## src/rtl/rgb_code_sequencer_pkg.sv

```systemverilog
// Purpose: shared types and constants for the RGB decoder code sequencer.
// Latency: n/a (declarations only).
// Backpressure: n/a.
// Contents: state_e FSM encoding, CODE_W code width, CODE_LAST final code.
package rgb_seq_pkg;

  localparam int CODE_W = 4;
  localparam logic [CODE_W-1:0] CODE_LAST = 4'hF;

  typedef enum logic [1:0] {
    IDLE  = 2'd0,
    RUN   = 2'd1,
    PAUSE = 2'd2,
    DONE  = 2'd3
  } state_e;

endpackage

```

## src/rtl/rgb_code_sequencer_if.sv

```systemverilog
// Purpose: control, code and colour signals between a controller/decoder and the sequencer.
// Latency: n/a (wires only).
// Backpressure: none; control inputs are pulses/levels sampled every cycle.
// Ports: start/stop/step pulses, hold/loop_en levels, dwell; code_o out to the decoder,
//        rgb_i back from it; rgb_o to LEDs; busy/done/wrap status.
//        duty (brightness) exists only when RGB_SEQ_PWM_EN is defined.
interface rgb_seq_if #(
  parameter int DWELL_W = 16
`ifdef RGB_SEQ_PWM_EN
  , parameter int PWM_W = 4
`endif
);
  import rgb_seq_pkg::*;

  logic               start;
  logic               stop;
  logic               hold;
  logic               step;
  logic               loop_en;
  logic [DWELL_W-1:0] dwell;
  logic [CODE_W-1:0]  code_o;
  logic [2:0]         rgb_i;
`ifdef RGB_SEQ_PWM_EN
  logic [PWM_W-1:0]   duty;
`endif
  logic [2:0]         rgb_o;
  logic               busy;
  logic               done;
  logic               wrap;

  // master: the controller plus the external decoder feeding rgb_i
  modport master (
    output start, stop, hold, step, loop_en, dwell, rgb_i,
`ifdef RGB_SEQ_PWM_EN
    output duty,
`endif
    input  code_o, rgb_o, busy, done, wrap
  );

  // slave: the sequencer itself
  modport slave (
    input  start, stop, hold, step, loop_en, dwell, rgb_i,
`ifdef RGB_SEQ_PWM_EN
    input  duty,
`endif
    output code_o, rgb_o, busy, done, wrap
  );

endinterface

```

## src/rtl/rgb_code_sequencer_pwm_gen.sv

```systemverilog
// Purpose: free-running PWM counter and duty compare for LED dimming.
// Latency: pwm_on is combinational from the registered counter.
// Backpressure: none; runs every cycle.
// Ports: clk, rst_n, duty (on-cycles per 2^PWM_W period), pwm_on (high while counter < duty).
module rgb_pwm_gen #(
  parameter int PWM_W = 4
) (
  input  logic             clk,
  input  logic             rst_n,
  input  logic [PWM_W-1:0] duty,
  output logic             pwm_on
);

  logic [PWM_W-1:0] pwm_cnt;

  always_ff @(posedge clk or negedge rst_n) begin
    if (!rst_n) begin
      pwm_cnt <= '0;
    end else begin
      pwm_cnt <= pwm_cnt + 1'b1;
    end
  end

  // duty=0 never on; duty=max is on for all but one count of the period
  assign pwm_on = (pwm_cnt < duty);

endmodule

```

## src/rtl/rgb_code_sequencer.sv

```systemverilog
// Purpose: steps the 4-bit switch code through 0..15 with a programmable dwell and registers the decoder's RGB.
// Latency: all outputs registered; rgb_o trails code_o by one cycle.
// Backpressure: none; hold freezes the sweep, step advances one code while paused.
// Ports: clk, rst_n (async active-low), bus (rgb_seq_if.slave).
// Option: RGB_SEQ_PWM_EN adds the duty input and PWM dimming of rgb_o via rgb_pwm_gen.
module rgb_code_sequencer #(
  parameter int DWELL_W = 16
`ifdef RGB_SEQ_PWM_EN
  , parameter int PWM_W = 4
`endif
) (
  input  logic     clk,
  input  logic     rst_n,
  rgb_seq_if.slave bus
);
  import rgb_seq_pkg::*;

  state_e             state;
  logic [CODE_W-1:0]  code_q;
  logic [DWELL_W-1:0] cnt;
  logic [DWELL_W-1:0] dwell_q;
  logic               busy_q;
  logic               done_q;
  logic               wrap_q;
  logic [2:0]         rgb_q;
  logic [2:0]         rgb_src;
  logic               to_idle;

`ifdef RGB_SEQ_PWM_EN
  logic pwm_on;

  rgb_pwm_gen #(.PWM_W(PWM_W)) u_pwm (
    .clk    (clk),
    .rst_n  (rst_n),
    .duty   (bus.duty),
    .pwm_on (pwm_on)
  );

  assign rgb_src = bus.rgb_i & {3{pwm_on}};
`else
  assign rgb_src = bus.rgb_i;
`endif

  // Blank the LEDs on the same edge that lands (or stays) in IDLE.
  assign to_idle = bus.stop || ((state == IDLE) && !bus.start);

  always_ff @(posedge clk or negedge rst_n) begin
    if (!rst_n) begin
      state   <= IDLE;
      code_q  <= '0;
      cnt     <= '0;
      dwell_q <= '0;
      busy_q  <= 1'b0;
      done_q  <= 1'b0;
      wrap_q  <= 1'b0;
      rgb_q   <= 3'b000;
    end else begin
      done_q <= 1'b0;
      wrap_q <= 1'b0;
      rgb_q  <= to_idle ? 3'b000 : rgb_src;

      if (bus.stop) begin
        state  <= IDLE;
        code_q <= '0;
        cnt    <= '0;
        busy_q <= 1'b0;
      end else begin
        case (state)
          IDLE, DONE: begin
            if (bus.start) begin
              state   <= RUN;
              code_q  <= '0;
              cnt     <= '0;
              dwell_q <= bus.dwell;
              busy_q  <= 1'b1;
            end
          end
          RUN: begin
            // hold wins over a terminal count in the same cycle
            if (bus.hold) begin
              state <= PAUSE;
            end else if (cnt == dwell_q) begin
              cnt <= '0;
              if (code_q == CODE_LAST) begin
                if (bus.loop_en) begin
                  code_q <= '0;
                  wrap_q <= 1'b1;
                end else begin
                  state  <= DONE;
                  busy_q <= 1'b0;
                  done_q <= 1'b1;
                end
              end else begin
                code_q <= code_q + 1'b1;
              end
            end else begin
              cnt <= cnt + 1'b1;
            end
          end
          PAUSE: begin
            // counter keeps its frozen value on resume
            if (!bus.hold) begin
              state <= RUN;
            end else if (bus.step) begin
              code_q <= code_q + 1'b1;
              cnt    <= '0;
              if (code_q == CODE_LAST) wrap_q <= 1'b1;
            end
          end
          default: begin
            state  <= IDLE;
            busy_q <= 1'b0;
          end
        endcase
      end
    end
  end

  assign bus.code_o = code_q;
  assign bus.rgb_o  = rgb_q;
  assign bus.busy   = busy_q;
  assign bus.done   = done_q;
  assign bus.wrap   = wrap_q;

endmodule

```

## src/flat_wrapper.sv

```systemverilog
// flat-port wrapper written by rule: the top's interface ports become plain ports
module rgb_code_sequencer_flat import rgb_seq_pkg::*;
#(
  parameter int DWELL_W = 16

)
  (clk, rst_n, bus_start, bus_stop, bus_hold, bus_step, bus_loop_en, bus_dwell, bus_rgb_i, bus_code_o, bus_rgb_o, bus_busy, bus_done, bus_wrap);
  rgb_seq_if #(.DWELL_W(DWELL_W)) bus_i ();
  input  logic clk;
  input  logic rst_n;
  input wire logic [$bits(bus_i.start)-1:0] bus_start;
  input wire logic [$bits(bus_i.stop)-1:0] bus_stop;
  input wire logic [$bits(bus_i.hold)-1:0] bus_hold;
  input wire logic [$bits(bus_i.step)-1:0] bus_step;
  input wire logic [$bits(bus_i.loop_en)-1:0] bus_loop_en;
  input wire logic [$bits(bus_i.dwell)-1:0] bus_dwell;
  input wire logic [$bits(bus_i.rgb_i)-1:0] bus_rgb_i;
  output wire logic [$bits(bus_i.code_o)-1:0] bus_code_o;
  output wire logic [$bits(bus_i.rgb_o)-1:0] bus_rgb_o;
  output wire logic [$bits(bus_i.busy)-1:0] bus_busy;
  output wire logic [$bits(bus_i.done)-1:0] bus_done;
  output wire logic [$bits(bus_i.wrap)-1:0] bus_wrap;
  assign bus_i.start = bus_start;
  assign bus_i.stop = bus_stop;
  assign bus_i.hold = bus_hold;
  assign bus_i.step = bus_step;
  assign bus_i.loop_en = bus_loop_en;
  assign bus_i.dwell = bus_dwell;
  assign bus_i.rgb_i = bus_rgb_i;
  assign bus_code_o = bus_i.code_o;
  assign bus_rgb_o = bus_i.rgb_o;
  assign bus_busy = bus_i.busy;
  assign bus_done = bus_i.done;
  assign bus_wrap = bus_i.wrap;
  rgb_code_sequencer #(.DWELL_W(DWELL_W)) u_core (.clk(clk), .rst_n(rst_n), .bus(bus_i));
endmodule
```

## config.mk

```make
export PLATFORM = sky130hd
export DESIGN_NAME = rgb_code_sequencer_flat
export DESIGN_NICKNAME = d
export VERILOG_FILES = /design/src/rtl/rgb_code_sequencer_pkg.sv /design/src/rtl/rgb_code_sequencer_if.sv /design/src/rtl/rgb_code_sequencer_pwm_gen.sv /design/src/rtl/rgb_code_sequencer.sv /design/src/flat_wrapper.sv
export SDC_FILE = /design/constraint.sdc
export NUM_CORES = 1
export LEC_CHECK = 0
export CORE_AREA = 2 2 70 72
export DETAILED_ROUTE_END_ITERATION = 8
export DIE_AREA = 0 0 72 74
export GPL_ROUTABILITY_DRIVEN = 0
export PLACE_DENSITY = 0.77
export SLEW_MARGIN = 20
export SYNTH_ARGS = -nofsm -noshare
export SYNTH_HDL_FRONTEND = slang
export SYNTH_SLANG_ARGS = --single-unit
```

## constraint.sdc

```tcl
create_clock -name clk -period 3.1 [get_ports clk]
set_input_delay 0.465 -clock clk [delete_from_list [all_inputs] [get_ports clk]]
set_output_delay 0.465 -clock clk [all_outputs]
set_load 0.005 [all_outputs]
```

Yosys cells after proc, flatten, opt, wreduce, memory -nomap -nowiden
Index checks and enable logic that the tools add are counted.
{"block": "totals", "regBits": 44, "in_bits": 26, "out_inout_bits": 10, "word_cells": 86}
{"block": "classes", "addsub": 2, "n_eq_ne": 17, "mux": 47, "bitwise_logic": 1, "reduce_logical": 11}
{"cell": "two-way mux 16 bit", "n": 6}
{"cell": "case mux 16 bit (3 select lines)", "n": 1}
{"cell": "two-way mux 4 bit", "n": 8}
{"cell": "two-way mux 1 bit", "n": 20}
{"cell": "inequality test 3 bit, second input constant", "n": 6}
{"cell": "adder 16 x 1 -> 16 bit, second input constant", "n": 1}
{"cell": "== test 16 bit", "n": 1}
{"cell": "two-way mux 2 bit", "n": 7}
{"cell": "case mux 4 bit (3 select lines)", "n": 1}
{"cell": "AND reduction 6 bit", "n": 2}
{"cell": "inequality test 4 x 3 -> 1 bit, second input constant", "n": 2}
{"cell": "inequality test 4 bit, second input constant", "n": 2}
{"cell": "inequality test 3 x 2 -> 1 bit, second input constant", "n": 2}
{"cell": "case mux 2 bit (3 select lines)", "n": 1}
{"cell": "AND reduction 5 bit", "n": 1}
{"cell": "adder 4 x 1 -> 4 bit, second input constant", "n": 1}
{"cell": "== test 2 bit, second input constant", "n": 2}
{"cell": "== test 4 bit, second input constant", "n": 1}
{"cell": "case mux 1 bit (2 select lines)", "n": 2}
{"cell": "AND reduction 4 bit", "n": 1}
{"cell": "two-way mux 3 bit", "n": 1}
{"cell": "AND reduction 3 bit", "n": 1}
{"cell": "nonzero test 3 bit", "n": 1}
{"cell": "== test 2 x 1 -> 1 bit, second input constant", "n": 1}
{"cell": "other kinds (6)", "n": 6}

Longest topological paths before layout
Gate-level depths: netlist of the first run.
{"block": "logic_depth", "ltp_word": 6, "mapped_depth": 9, "ltp_nobuf": 7}

Worst setup path before layout of the first run
Ideal clock, no wire load.
{"block": "synth_path", "kind": "register -> register", "startpoint": "register u_core.state[0]", "endpoint": "register u_core.code_q[0] (netlist: u_core.bus.code_o[0])", "setup_time_ns": 0.101, "arrival_ns": 1.816, "required_ns": 2.999, "path_slack_ns": 1.184, "path_stages_with_launch": 9, "path_buffers": 2, "synth_period_minus_slack_ns": 1.916, "cell_sequence": "dfrtp_1 -> inv_1 -> ha_1 -> or2_2 -> a31oi_1 -> buf_2 -> buf_2 -> o21ai_0 -> o32ai_1"}
{"block": "synth_via", "elab_chain_cells": 4, "elab_cells_between_ends": 14, "cone_classes": "9 x eq/ne; 2 x mux; 3 x reduce/logical"}
{"item": "from (decl)", "line": "rgb_code_sequencer.sv:18", "source": "state_e state;"}
{"item": "from (signal assigned)", "line": "rgb_code_sequencer.sv:49", "source": "state <= IDLE;"}
{"item": "from (signal assigned)", "line": "rgb_code_sequencer.sv:63", "source": "state <= IDLE;"}
{"item": "from (signal assigned)", "line": "rgb_code_sequencer.sv:71", "source": "state <= RUN;"}
{"item": "== test 2 bit or logical NOT 2 bit (tied branches)", "line": "rgb_code_sequencer.sv:68", "source": "case (state)"}
{"item": "OR reduction 2 bit", "line": "rgb_code_sequencer.sv:68"}
{"item": "inequality test 3 bit (no line) or case mux 4 bit (3 select lines) (tied branches)"}
{"item": "AND reduction 6 bit (no line) or two-way mux 4 bit (tied branches)"}
{"item": "to (signal assigned)", "line": "rgb_code_sequencer.sv:94", "source": "code_q <= code_q + 1'b1;"}
{"item": "to (signal assigned)", "line": "rgb_code_sequencer.sv:105", "source": "code_q <= code_q + 1'b1;"}
{"item": "to (decl)", "line": "rgb_code_sequencer.sv:19", "source": "logic [CODE_W-1:0] code_q;"}
Parallel ways exist; a longest one is shown, timed or not.
A chain may end at the register's enable or synchronous reset.

Worst setup path after layout of the first run
{"block": "layout_path", "startpoint": "register u_core.state[1]", "endpoint": "register u_core.cnt[0]"}
{"block": "layout_via", "elab_chain_cells": 4, "elab_cells_between_ends": 12, "cone_classes": "7 x eq/ne; 2 x mux; 3 x reduce/logical"}
{"item": "== test 2 bit or logical NOT 2 bit (tied branches)", "line": "rgb_code_sequencer.sv:68"}
{"item": "OR reduction 2 bit", "line": "rgb_code_sequencer.sv:68"}
{"item": "inequality test 3 bit (no line) or case mux 16 bit (3 select lines) (tied branches)"}
{"item": "AND reduction 4 bit (no line) or two-way mux 16 bit (tied branches)"}
{"item": "to (signal assigned)", "line": "rgb_code_sequencer.sv:97", "source": "cnt <= cnt + 1'b1;"}
{"item": "to (decl)", "line": "rgb_code_sequencer.sv:20", "source": "logic [DWELL_W-1:0] cnt;"}
Parallel ways exist; a longest one is shown, timed or not.

==> results of run 1 <==
==> kinds of logic after synthesis <==
logic type                 synth area share
AOI/OAI and AO/OA                   0.09580
xor gates and xnor gates            0.09211
adders and majority gates           0.02632
buffers and inverters               0.03526
DFF                                  0.4632
muxes                               0.08421
and+or+nand+nor                      0.2032
==> stage by stage <==
step	area, um^2	std cells
CTS	2864	321
global route	2884	322
detailed placement	2795	316
finish	2884	322
floorplan	2377	230
global placement	2795	316
==> sequential cells by signal, indices dropped and copies added, names as in the netlist <==
name / cells
u_core.bus.busy: 1
u_core.bus.code_o: 4
u_core.bus.done: 1
u_core.bus.rgb_o: 3
u_core.bus.wrap: 1
u_core.cnt: 16
u_core.dwell_q: 16
u_core.state: 2
==> worst register-to-register path, cell delays in order (launching register included) <==
cell     delay [ns]
dfrtp_1        0.40
inv_1          0.08
ha_1           0.32
or2_2          0.36
a31oi_2        0.42
buf_4          0.27
buf_4          0.19
or2_2          0.11
o21ai_0        0.07
==> area by class of cell <==
| class | instances | area (um^2) |
|---|---|---|
| clock buffer | 5 | 68.82 |
| fill | 387 | 1714 |
| inverter | 8 | 30.03 |
| multi-input combinational | 168 | 1199 |
| sequential | 44 | 1101 |
| tap | 54 | 67.56 |
| timing repair buffer | 43 | 417.9 |
==> metal layers <==
layer,share of wire,up-vias,GRT usage
met2,0.47,56,0.3292
met3,0.060,7,0.03930
li1,-,893,-
met1,0.46,857,0.2546
met5,0,-,0
met4,0.0095,0,0.04403
==> cells in the final DEF (no fill, tap or decap), types with 2 or more instances in the layout <==
cell,synthesis,layout
o21ai_0,12,12
xnor2_1,9,9
nor4b_1,2,2
nor4_1,6,6
o32ai_1,3,3
nand2b_1,4,4
mux2i_1,2,2
mux2_2,16,16
nor2b_1,4,4
inv_1,8,8
nand4_1,3,3
and2_1,4,4
and3b_1,2,2
or2_2,2,2
nor3_1,6,6
a21oi_1,2,2
o22ai_1,3,3
xor2_1,16,16
nand3_1,11,11
clkdlybuf4s50_1,0,34
a31oi_1,4,3
nor2_1,13,13
dfrtp_1,44,44
and3_1,8,8
nand2_1,14,14
ha_1,5,5
clkbuf_8,0,5
nor3b_1,2,2
buf_4,0,7
==> worst max path at each step <==
stage	slack, ns	endpoint	cells past startpoint	startpoint
finish	0.75	u_core.cnt[0]	8	u_core.state[1]
global route	0.59	u_core.bus.code_o[3]	8	u_core.state[0]
detailed placement	0.62	u_core.bus.code_o[2]	7	bus_hold
floorplan	1.18	u_core.bus.code_o[0]	8	u_core.state[0]
global placement	0.70	u_core.cnt[0]	7	bus_hold
CTS	0.76	u_core.cnt[0]	8	u_core.state[1]
==> power by group <==
group          switching, uW  leakage (uW)  internal, uW
Clock                    174     0.0000359           145
Sequential              56.0      0.000574           655
Combinational            147      0.000622           178
Total                    378       0.00123           979
==> flow_metrics.env, run 1 <==
export IMPL_status="finished, final reports clean"
export IMPL_worstPathCellList="inv_1 > ha_1 > or2_2 > a31oi_2 > buf_4 > buf_4 > or2_2 > o21ai_0"
export IMPL_syn_avg_cell_area_um2=10.34
export IMPL_vias=1813
export IMPL_powerDensity_nw_per_um2=470.4
export IMPL_async_flop_share=1.000
export IMPL_cp_arrival_ns=2.51
export IMPL_period_share=0.7574
export IMPL_post_cts_buffers=0
export IMPL_synth_edff_count=0
export IMPL_core_area_um2=4598
export IMPL_die_h_um=74
export IMPL_crit_slowest_cell="a31oi_2"
export IMPL_synthDistinctLibCells=44
export IMPL_worstReg2RegStart="u_core.state[1]"
export IMPL_critPathCaptureType="flop"
export IMPL_worstSetupPathType="reg -> reg"
export IMPL_chipWidth_um=72
export IMPL_grt_max_degree=45
export IMPL_cts_sinks=44
export IMPL_netlist_top_cells_count="44 x dfrtp_1, 16 x mux2_2, 16 x xor2_1, 14 x nand2_1, 13 x nor2_1"
export IMPL_netlist_area_um2=2377
export IMPL_period_minus_slack_ns=2.348
export IMPL_r2r_end="u_core.cnt[0]"
export IMPL_setup_violations=0
export IMPL_wl_per_cell_um=14.35
export IMPL_post_place_ws_ns=0.6225
export IMPL_initial_core_util=0.5170
export IMPL_ys_seq_elements=44
export IMPL_ios=36
export IMPL_nets=301
export IMPL_worst_path_buf_inv=3
export IMPL_skew_ns=0.01005
export IMPL_cpPeakStageDelay_ns=0.42
export IMPL_seq_area_frac_synth=0.4632
export IMPL_cts_root_buf="clkbuf_8"
export IMPL_portBuffers=35
export IMPL_worst_r2r_setup_slack_ns=0.75
export IMPL_htree_levels=2
export IMPL_timing_setup_tns_ns=0
export IMPL_drt_iter0_drc=111
export IMPL_critPathTopFamily="buffers and inverters"
export IMPL_rr_worst_depth=8
export IMPL_required_ns=3.27
export IMPL_hold_violations=0
export IMPL_cap_viol_max_count=0
export IMPL_area_growth_pct=21.32
export IMPL_detailed_place_hpwl_um=3384
export IMPL_numCtsBuffers=5
export IMPL_ctsResizeCount=0
export IMPL_via_per_inst=5.630
export IMPL_fmax_mhz=425.9
export IMPL_p_leak_uw=0.001232
export IMPL_clk_insertion_delay_late_ns=0.29
export IMPL_clkTransAtPathRegs_ns=0.08
export IMPL_synth_area_leaders="dfrtp_1 46%, mux2_2 7.6%, xor2_1 5.9%, xnor2_1 3.3%, ha_1 2.6%"
export IMPL_clk_path_buf_depth=2
export IMPL_hold_buffers=0
export IMPL_start_kind="flop"
export IMPL_grt_usage=0.1923
export IMPL_synthMostInstantiatedCell="dfrtp_1"
export IMPL_setup_ws_ns=0.7519
export IMPL_ys_flop_type="dfrtp_1"
export IMPL_syn_inst=230
export IMPL_yosysTopAreaCell="dfrtp_1"
export IMPL_rsz0062_at_grt="no"
export IMPL_firstDrtPassIters=4
export IMPL_rows=25
export IMPL_cts_tree="done"
export IMPL_fin_util=0.6272
export IMPL_grt_pass1_wl_um=8121
export IMPL_synth_net_count=261
export IMPL_worst_pin_slew_ns=0.5149
export IMPL_synth_top_cell_area_share=0.4632
export IMPL_drc=0
export IMPL_wl_um=4622
export IMPL_holdWs_ns=0.09220
export IMPL_ant_nets=0
export IMPL_power_uw=1357
export IMPL_slew_limit_headroom=0.6557
export IMPL_crit_path_max_fanout=13
export IMPL_min_path_type="in -> async"
export IMPL_grt_overflow=0
export IMPL_yosys_warnings=0
export IMPL_dieArea_um2=5328
export IMPL_antennaDiodeCount=0
export IMPL_antenna_found_initial=0
export IMPL_drive_gt1_frac=0.1418
export IMPL_grt_pass1_vias=1792
export IMPL_peakVddDrop_v=0.0003534
export IMPL_slew_violations=0
No activity file was read; power rests on OpenSTA's default activity.
==> run 2, diff against run 1 <==
- CORE_AREA: 2 2 70 72 -> 2 2 74 76
- DIE_AREA: 0 0 72 74 -> 0 0 76 78
- PLACE_DENSITY: 0.77 -> 0.73
- clock period: 3.1 -> 2 ns (I/O delays scaled with it)
==> run 2 against run 1 <==
- non-clock buffer count increased by 28
- clock power increased by 110%
- critical path depth unchanged
- global-route usage decreased by 0.58 points
- clock-buffer cell count increased by 1
- die area increased by 11%
- setup slack got worse by 0.73 ns
- combinational power increased by 110%
- power increased by 80%
- sequential share of layout area decreased by 5.5 points
- wire length increased by 24%
==> flow_metrics.env, run 2 (same netlist as run 1, synthesis figures left out) <==
export IMPL_min_path_type="in -> async"
export IMPL_clkTransAtPathRegs_ns=0.08
export IMPL_antenna_found_initial=0
export IMPL_die_h_um=78
export IMPL_worstReg2RegStart="u_core.state[0]"
export IMPL_layout_commonest_cell="dfrtp_1"
export IMPL_portBuffers=35
export IMPL_stdcell_count=370
export IMPL_worstPathCellList="inv_2 > ha_4 > or2_4 > a31oi_4 > buf_6 > buf_16 > o311a_1 > o22ai_2"
export IMPL_worstSetupPathType="reg -> reg"
export IMPL_grt_max_degree=24
export IMPL_fmax_mhz=506.5
export IMPL_wl_um=5722
export IMPL_firstDrtPassIters=4
export IMPL_drt_iter0_drc=84
export IMPL_crit_path_max_fanout=6
export IMPL_peakVddDrop_v=0.0004993
export IMPL_drive_gt1_frac=0.2733
export IMPL_cap_viol_max_count=0
export IMPL_cpPeakStageDelay_ns=0.41
export IMPL_vias=2001
export IMPL_worst_path_buf_inv=3
export IMPL_post_place_ws_ns=0.005496
export IMPL_multi_input_area_um2=1319
export IMPL_crit_slowest_cell="dfrtp_1"
export IMPL_grt_pass1_vias=1965
export IMPL_cts_root_buf="clkbuf_8"
export IMPL_chipWidth_um=76
export IMPL_critPathTopFamily="compound AO/OA/AOI/OAI gates"
export IMPL_power_uw=2442
export IMPL_ant_nets=0
export IMPL_initial_core_util=0.4715
export IMPL_required_ns=2.17
export IMPL_ios=36
export IMPL_grt_pass1_wl_um=8907
export IMPL_status="finished, final reports clean"
export IMPL_worst_pin_slew_ns=0.5070
export IMPL_clk_insertion_delay_late_ns=0.30
export IMPL_ff_latch_area_um2=1101
export IMPL_skew_ns=0.007112
export IMPL_nets=330
export IMPL_area_growth_pct=41.79
export IMPL_setup_ws_ns=0.02554
export IMPL_clk_path_buf_depth=2
export IMPL_fillers=397
export IMPL_rsz0062_at_grt="yes"
export IMPL_start_kind="flop"
export IMPL_rr_worst_depth=8
export IMPL_period_share=0.9872
export IMPL_grt_overflow=0
export IMPL_worst_r2r_setup_slack_ns=0.03
export IMPL_via_per_inst=5.408
export IMPL_rows=26
export IMPL_grt_usage=0.1864
export IMPL_r2r_end="u_core.bus.code_o[2]"
export IMPL_dieArea_um2=5928
export IMPL_numCtsBuffers=5
export IMPL_detailed_place_hpwl_um=3799
export IMPL_p_leak_uw=0.001447
export IMPL_htree_levels=2
export IMPL_period_minus_slack_ns=1.974
export IMPL_placed_cells=355
export IMPL_setup_violations=0
export IMPL_holdWs_ns=0.5152
export IMPL_powerDensity_nw_per_um2=724.5
export IMPL_wl_per_cell_um=15.46
export IMPL_critPathCaptureType="flop"
export IMPL_cts_sinks=44
export IMPL_drc=0
export IMPL_hold_violations=0
export IMPL_slew_limit_headroom=0.6620
export IMPL_antennaDiodeCount=0
export IMPL_slew_violations=0
export IMPL_mostFrequentLayoutCells="44 x dfrtp_1, 34 x clkdlybuf4s50_1, 25 x buf_4"
export IMPL_cp_arrival_ns=2.14
export IMPL_core_area_um2=5042
export IMPL_cts_tree="done"
[run 2: cell count changes in the layout (fill, tap and decap cells not counted), sizes merged]
cell / change
a21oi: +1
dlygate4sd3: +1
clkinv: +1
buf: +25
clkbuf: +3
bufinv: +1
[run 2: per-stage QoR]
| stage | setup TNS [ns] | instance area [um^2] | util |
|---|---|---|---|
| 2_1_floorplan | 0 | 2377 | - |
| 3_3_place_gp | -0.02730 | 3025 | 0.6000 |
| 3_5_place_dp | 0 | 3025 | 0.6000 |
| 4_1_cts | -0.03944 | 3197 | 0.6340 |
| 5_1_grt | -0.3065 | 3371 | 0.6685 |
| 6_report | 0 | 3371 | 0.6685 |
[run 2: worst max-delay path by stage]
stage / start / end / slack [ns] / depth (start not counted)
2_1_floorplan: u_core.state[0] / u_core.bus.code_o[0] / 0.08 / 8
3_3_place_gp: u_core.cnt[8] / u_core.state[0] / -0.009 / 7
3_5_place_dp: u_core.state[0] / u_core.cnt[4] / 0.005 / 9
4_1_cts: u_core.state[0] / u_core.cnt[4] / -0.03 / 9
5_1_grt: u_core.state[1] / u_core.bus.code_o[2] / -0.05 / 8
6_report: u_core.state[0] / u_core.bus.code_o[2] / 0.03 / 8
[run 2: worst reg2reg max path, cell delays in order, from the launching register on]
cell,delay (ns)
dfrtp_1,0.41
inv_2,0.11
ha_4,0.21
or2_4,0.25
a31oi_4,0.29
buf_6,0.17
buf_16,0.13
o311a_1,0.18
o22ai_2,0.08
[run 2: metal layers]
metal	up-vias	routed length (um)	track usage
met5	-	0	0
met2	59	2912	0.3268
met4	0	72	0.05273
li1	960	-	-
met3	7	223	0.03953
met1	975	2514	0.2337
[run 2: cell type report]
class,count,area share
Inverter,8,0.008909
Clock inverter,2,0.01039
Tap cell,70,0.02598
Sequential cell,44,0.3267
Multi-Input combinational cell,169,0.3912
Clock buffer,6,0.02153
Timing Repair Buffer,71,0.2153
[run 2: repair_timing]
item,4_1_cts,5_1_grt
gates cloned,1,3
hold buffers,1,0
endpoints found under the hold margin,21,0
buffers inserted,0,2
resized for setup,3,22
pin swaps,0,10
endpoints found under the setup margin,1,24
[run 2: report_power, final]
part | switching [uW] | internal [uW]
combinational | 295 | 385
sequential | 86.8 | 1020
clock | 290 | 371
total | 672 | 1770
==> run 3, diff against run 2 <==
- CORE_AREA: 2 2 74 76 -> 2 2 70 72
- CTS_CLUSTER_SIZE: unset -> 24
- DIE_AREA: 0 0 76 78 -> 0 0 72 74
- PLACE_DENSITY: 0.73 -> 0.77
- clock period: 2 -> 2.4 ns (I/O delays scaled with it)
==> run 3 against run 2 <==
- sequential power down 17%
- sequential share of layout area grew 5.0 points
- die area shrank 10%
- critical endpoint is now u_core.bus.code_o[3]
- clock skew grew 0.0011 ns
- non-clock buffer count fell by 29
- critical path type unchanged
==> flow_metrics.env, run 3 (same netlist as run 1, synthesis figures left out) <==
export IMPL_status="finished, final reports clean"
export IMPL_grt_overflow=0
export IMPL_initial_core_util=0.5170
export IMPL_hold_violations=0
export IMPL_wl_per_cell_um=14.73
export IMPL_portBuffers=35
export IMPL_worstReg2RegStart="u_core.state[1]"
export IMPL_htree_levels=2
export IMPL_die_h_um=74
export IMPL_fmax_mhz=474.7
export IMPL_antenna_found_initial=0
export IMPL_start_kind="flop"
export IMPL_peakVddDrop_v=0.0004470
export IMPL_grt_pass1_vias=1811
export IMPL_chipWidth_um=72
export IMPL_min_path_type="in -> async"
export IMPL_design_area_um2=2923
export IMPL_r2r_end="u_core.bus.code_o[3]"
export IMPL_drt_iter0_drc=189
export IMPL_firstDrtPassIters=4
export IMPL_multi_input_area_um2=1199
export IMPL_mostFrequentLayoutCells="44 x dfrtp_1, 34 x clkdlybuf4s50_1, 16 x xor2_1, 16 x mux2_2, 14 x nand2_1"
export IMPL_cts_tree="done"
export IMPL_worst_pin_slew_ns=0.5156
export IMPL_internal_power_uw=1389
export IMPL_clk_insertion_delay_late_ns=0.31
export IMPL_worstPathCellList="inv_1 > ha_1 > or2_2 > a31oi_2 > buf_12 > o21bai_1 > o21ai_0 > o22ai_1"
export IMPL_pwr_share_comb=0.219
export IMPL_fillers=387
export IMPL_detailed_place_hpwl_um=3456
export IMPL_dpl_cell_area_um2=2808
export IMPL_ctsResizeCount=0
export IMPL_crit_path_max_fanout=30
export IMPL_drive_gt1_frac=0.1481
export IMPL_rr_worst_depth=8
export IMPL_grt_pass1_wl_um=8245
export IMPL_worst_r2r_setup_slack_ns=0.29
export IMPL_cts_root_buf="clkbuf_8"
export IMPL_p_leak_uw=0.001245
export IMPL_post_cts_buffers=0
export IMPL_required_ns=2.63
export IMPL_dieArea_um2=5328
export IMPL_setup_violations=0
export IMPL_wl_um=4773
export IMPL_powerDensity_nw_per_um2=660.9
export IMPL_timing_setup_tns_ns=0
export IMPL_ios=36
export IMPL_rows=25
export IMPL_drc=0
export IMPL_antennaDiodeCount=0
export IMPL_cap_viol_max_count=0
export IMPL_worstSetupPathType="reg -> reg"
export IMPL_clkTransAtPathRegs_ns=0.09
export IMPL_ff_latch_area_um2=1101
export IMPL_grt_max_degree=31
export IMPL_critPathCaptureType="flop"
export IMPL_p_sw_frac=0.2807
export IMPL_nets=300
export IMPL_skew_ns=0.008215
export IMPL_rsz0062_at_grt="no"
export IMPL_core_area_um2=4598
export IMPL_cp_arrival_ns=2.33
export IMPL_clk_path_buf_depth=2
export IMPL_numCtsBuffers=5
export IMPL_grt_usage=0.1994
export IMPL_cpPeakStageDelay_ns=0.42
export IMPL_vias=1853
export IMPL_ant_nets=0
export IMPL_switchingPower_uw=542.2
export IMPL_period_share=0.8777
export IMPL_cts_sinks=44
export IMPL_slew_violations=0
export IMPL_period_minus_slack_ns=2.107
export IMPL_slew_limit_headroom=0.6563
export IMPL_via_per_inst=5.719
export IMPL_area_growth_pct=22.95
export IMPL_crit_slowest_cell="dfrtp_1"
export IMPL_seqPwrFrac=0.475
export IMPL_hold_buffers=0
export IMPL_power_frac_clock=0.306
export IMPL_layout_commonest_cell="dfrtp_1"
[run 3: final cells by class]
class,count,share of cell area
well taps,54,0.02312
multi-input cells,168,0.4101
flip-flops and latches,44,0.3767
repair buffers,42,0.1404
clock buffers,5,0.02354
inverters,8,0.01027
clock inverters,3,0.01584
[run 3: how the worst max path moves through the flow]
stage,start,endpoint,slack (ns),depth (start not counted)
floorplan,u_core.state[0],u_core.bus.code_o[0],0.48,8
global placement,bus_hold,u_core.cnt[12],0.29,7
detailed placement,bus_hold,u_core.cnt[14],0.22,7
CTS,u_core.state[0],u_core.bus.code_o[3],0.31,8
global route,u_core.cnt[11],u_core.bus.code_o[2],0.12,6
finish,u_core.state[1],u_core.bus.code_o[3],0.29,8
[run 3: layer usage]
metal  GRT usage  vias to the layer above  part of all wire
li1            -                      898                 -
met1      0.2632                      904              0.46
met2      0.3385                       46              0.49
met3     0.04336                        5             0.047
met4     0.05031                        0             0.010
met5           0                        -                 0
[run 3: critical path, delay by kind of cell (launching register included)]
kind | cells | cell delay [ns]
adders and majority gates | 1 | 0.33
buffers and inverters | 2 | 0.29
and+or+nand+nor | 1 | 0.36
DFF | 1 | 0.42
AOI/OAI and AO/OA | 4 | 0.62
[run 3: power groups by stage]
stage | Clock, uW | Combinational (uW) | Sequential [uW]
global route | 632 | 470 | 934
finish | 591 | 423 | 918
floorplan | 0 | 283 | 918
CTS | 604 | 430 | 921
detailed placement | 0 | 428 | 936
global placement | 0 | 414 | 931
[run 3: metrics by stage]
stage | util | total power (uW) | setup WS (ns) | hold slack [ns] | std cells
finish | 0.6356 | 1932 | 0.2935 | 0.01122 | 324
global route | 0.6356 | 2037 | 0.1159 | 0.03617 | 324
CTS | 0.6356 | 1954 | 0.3056 | 0.03403 | 324
detailed placement | 0.6106 | 1363 | 0.2165 | 0.3625 | 316
global placement | 0.6106 | 1345 | 0.2890 | 0.3592 | 316
floorplan | - | 1201 | 0.4837 | 0.06441 | 230
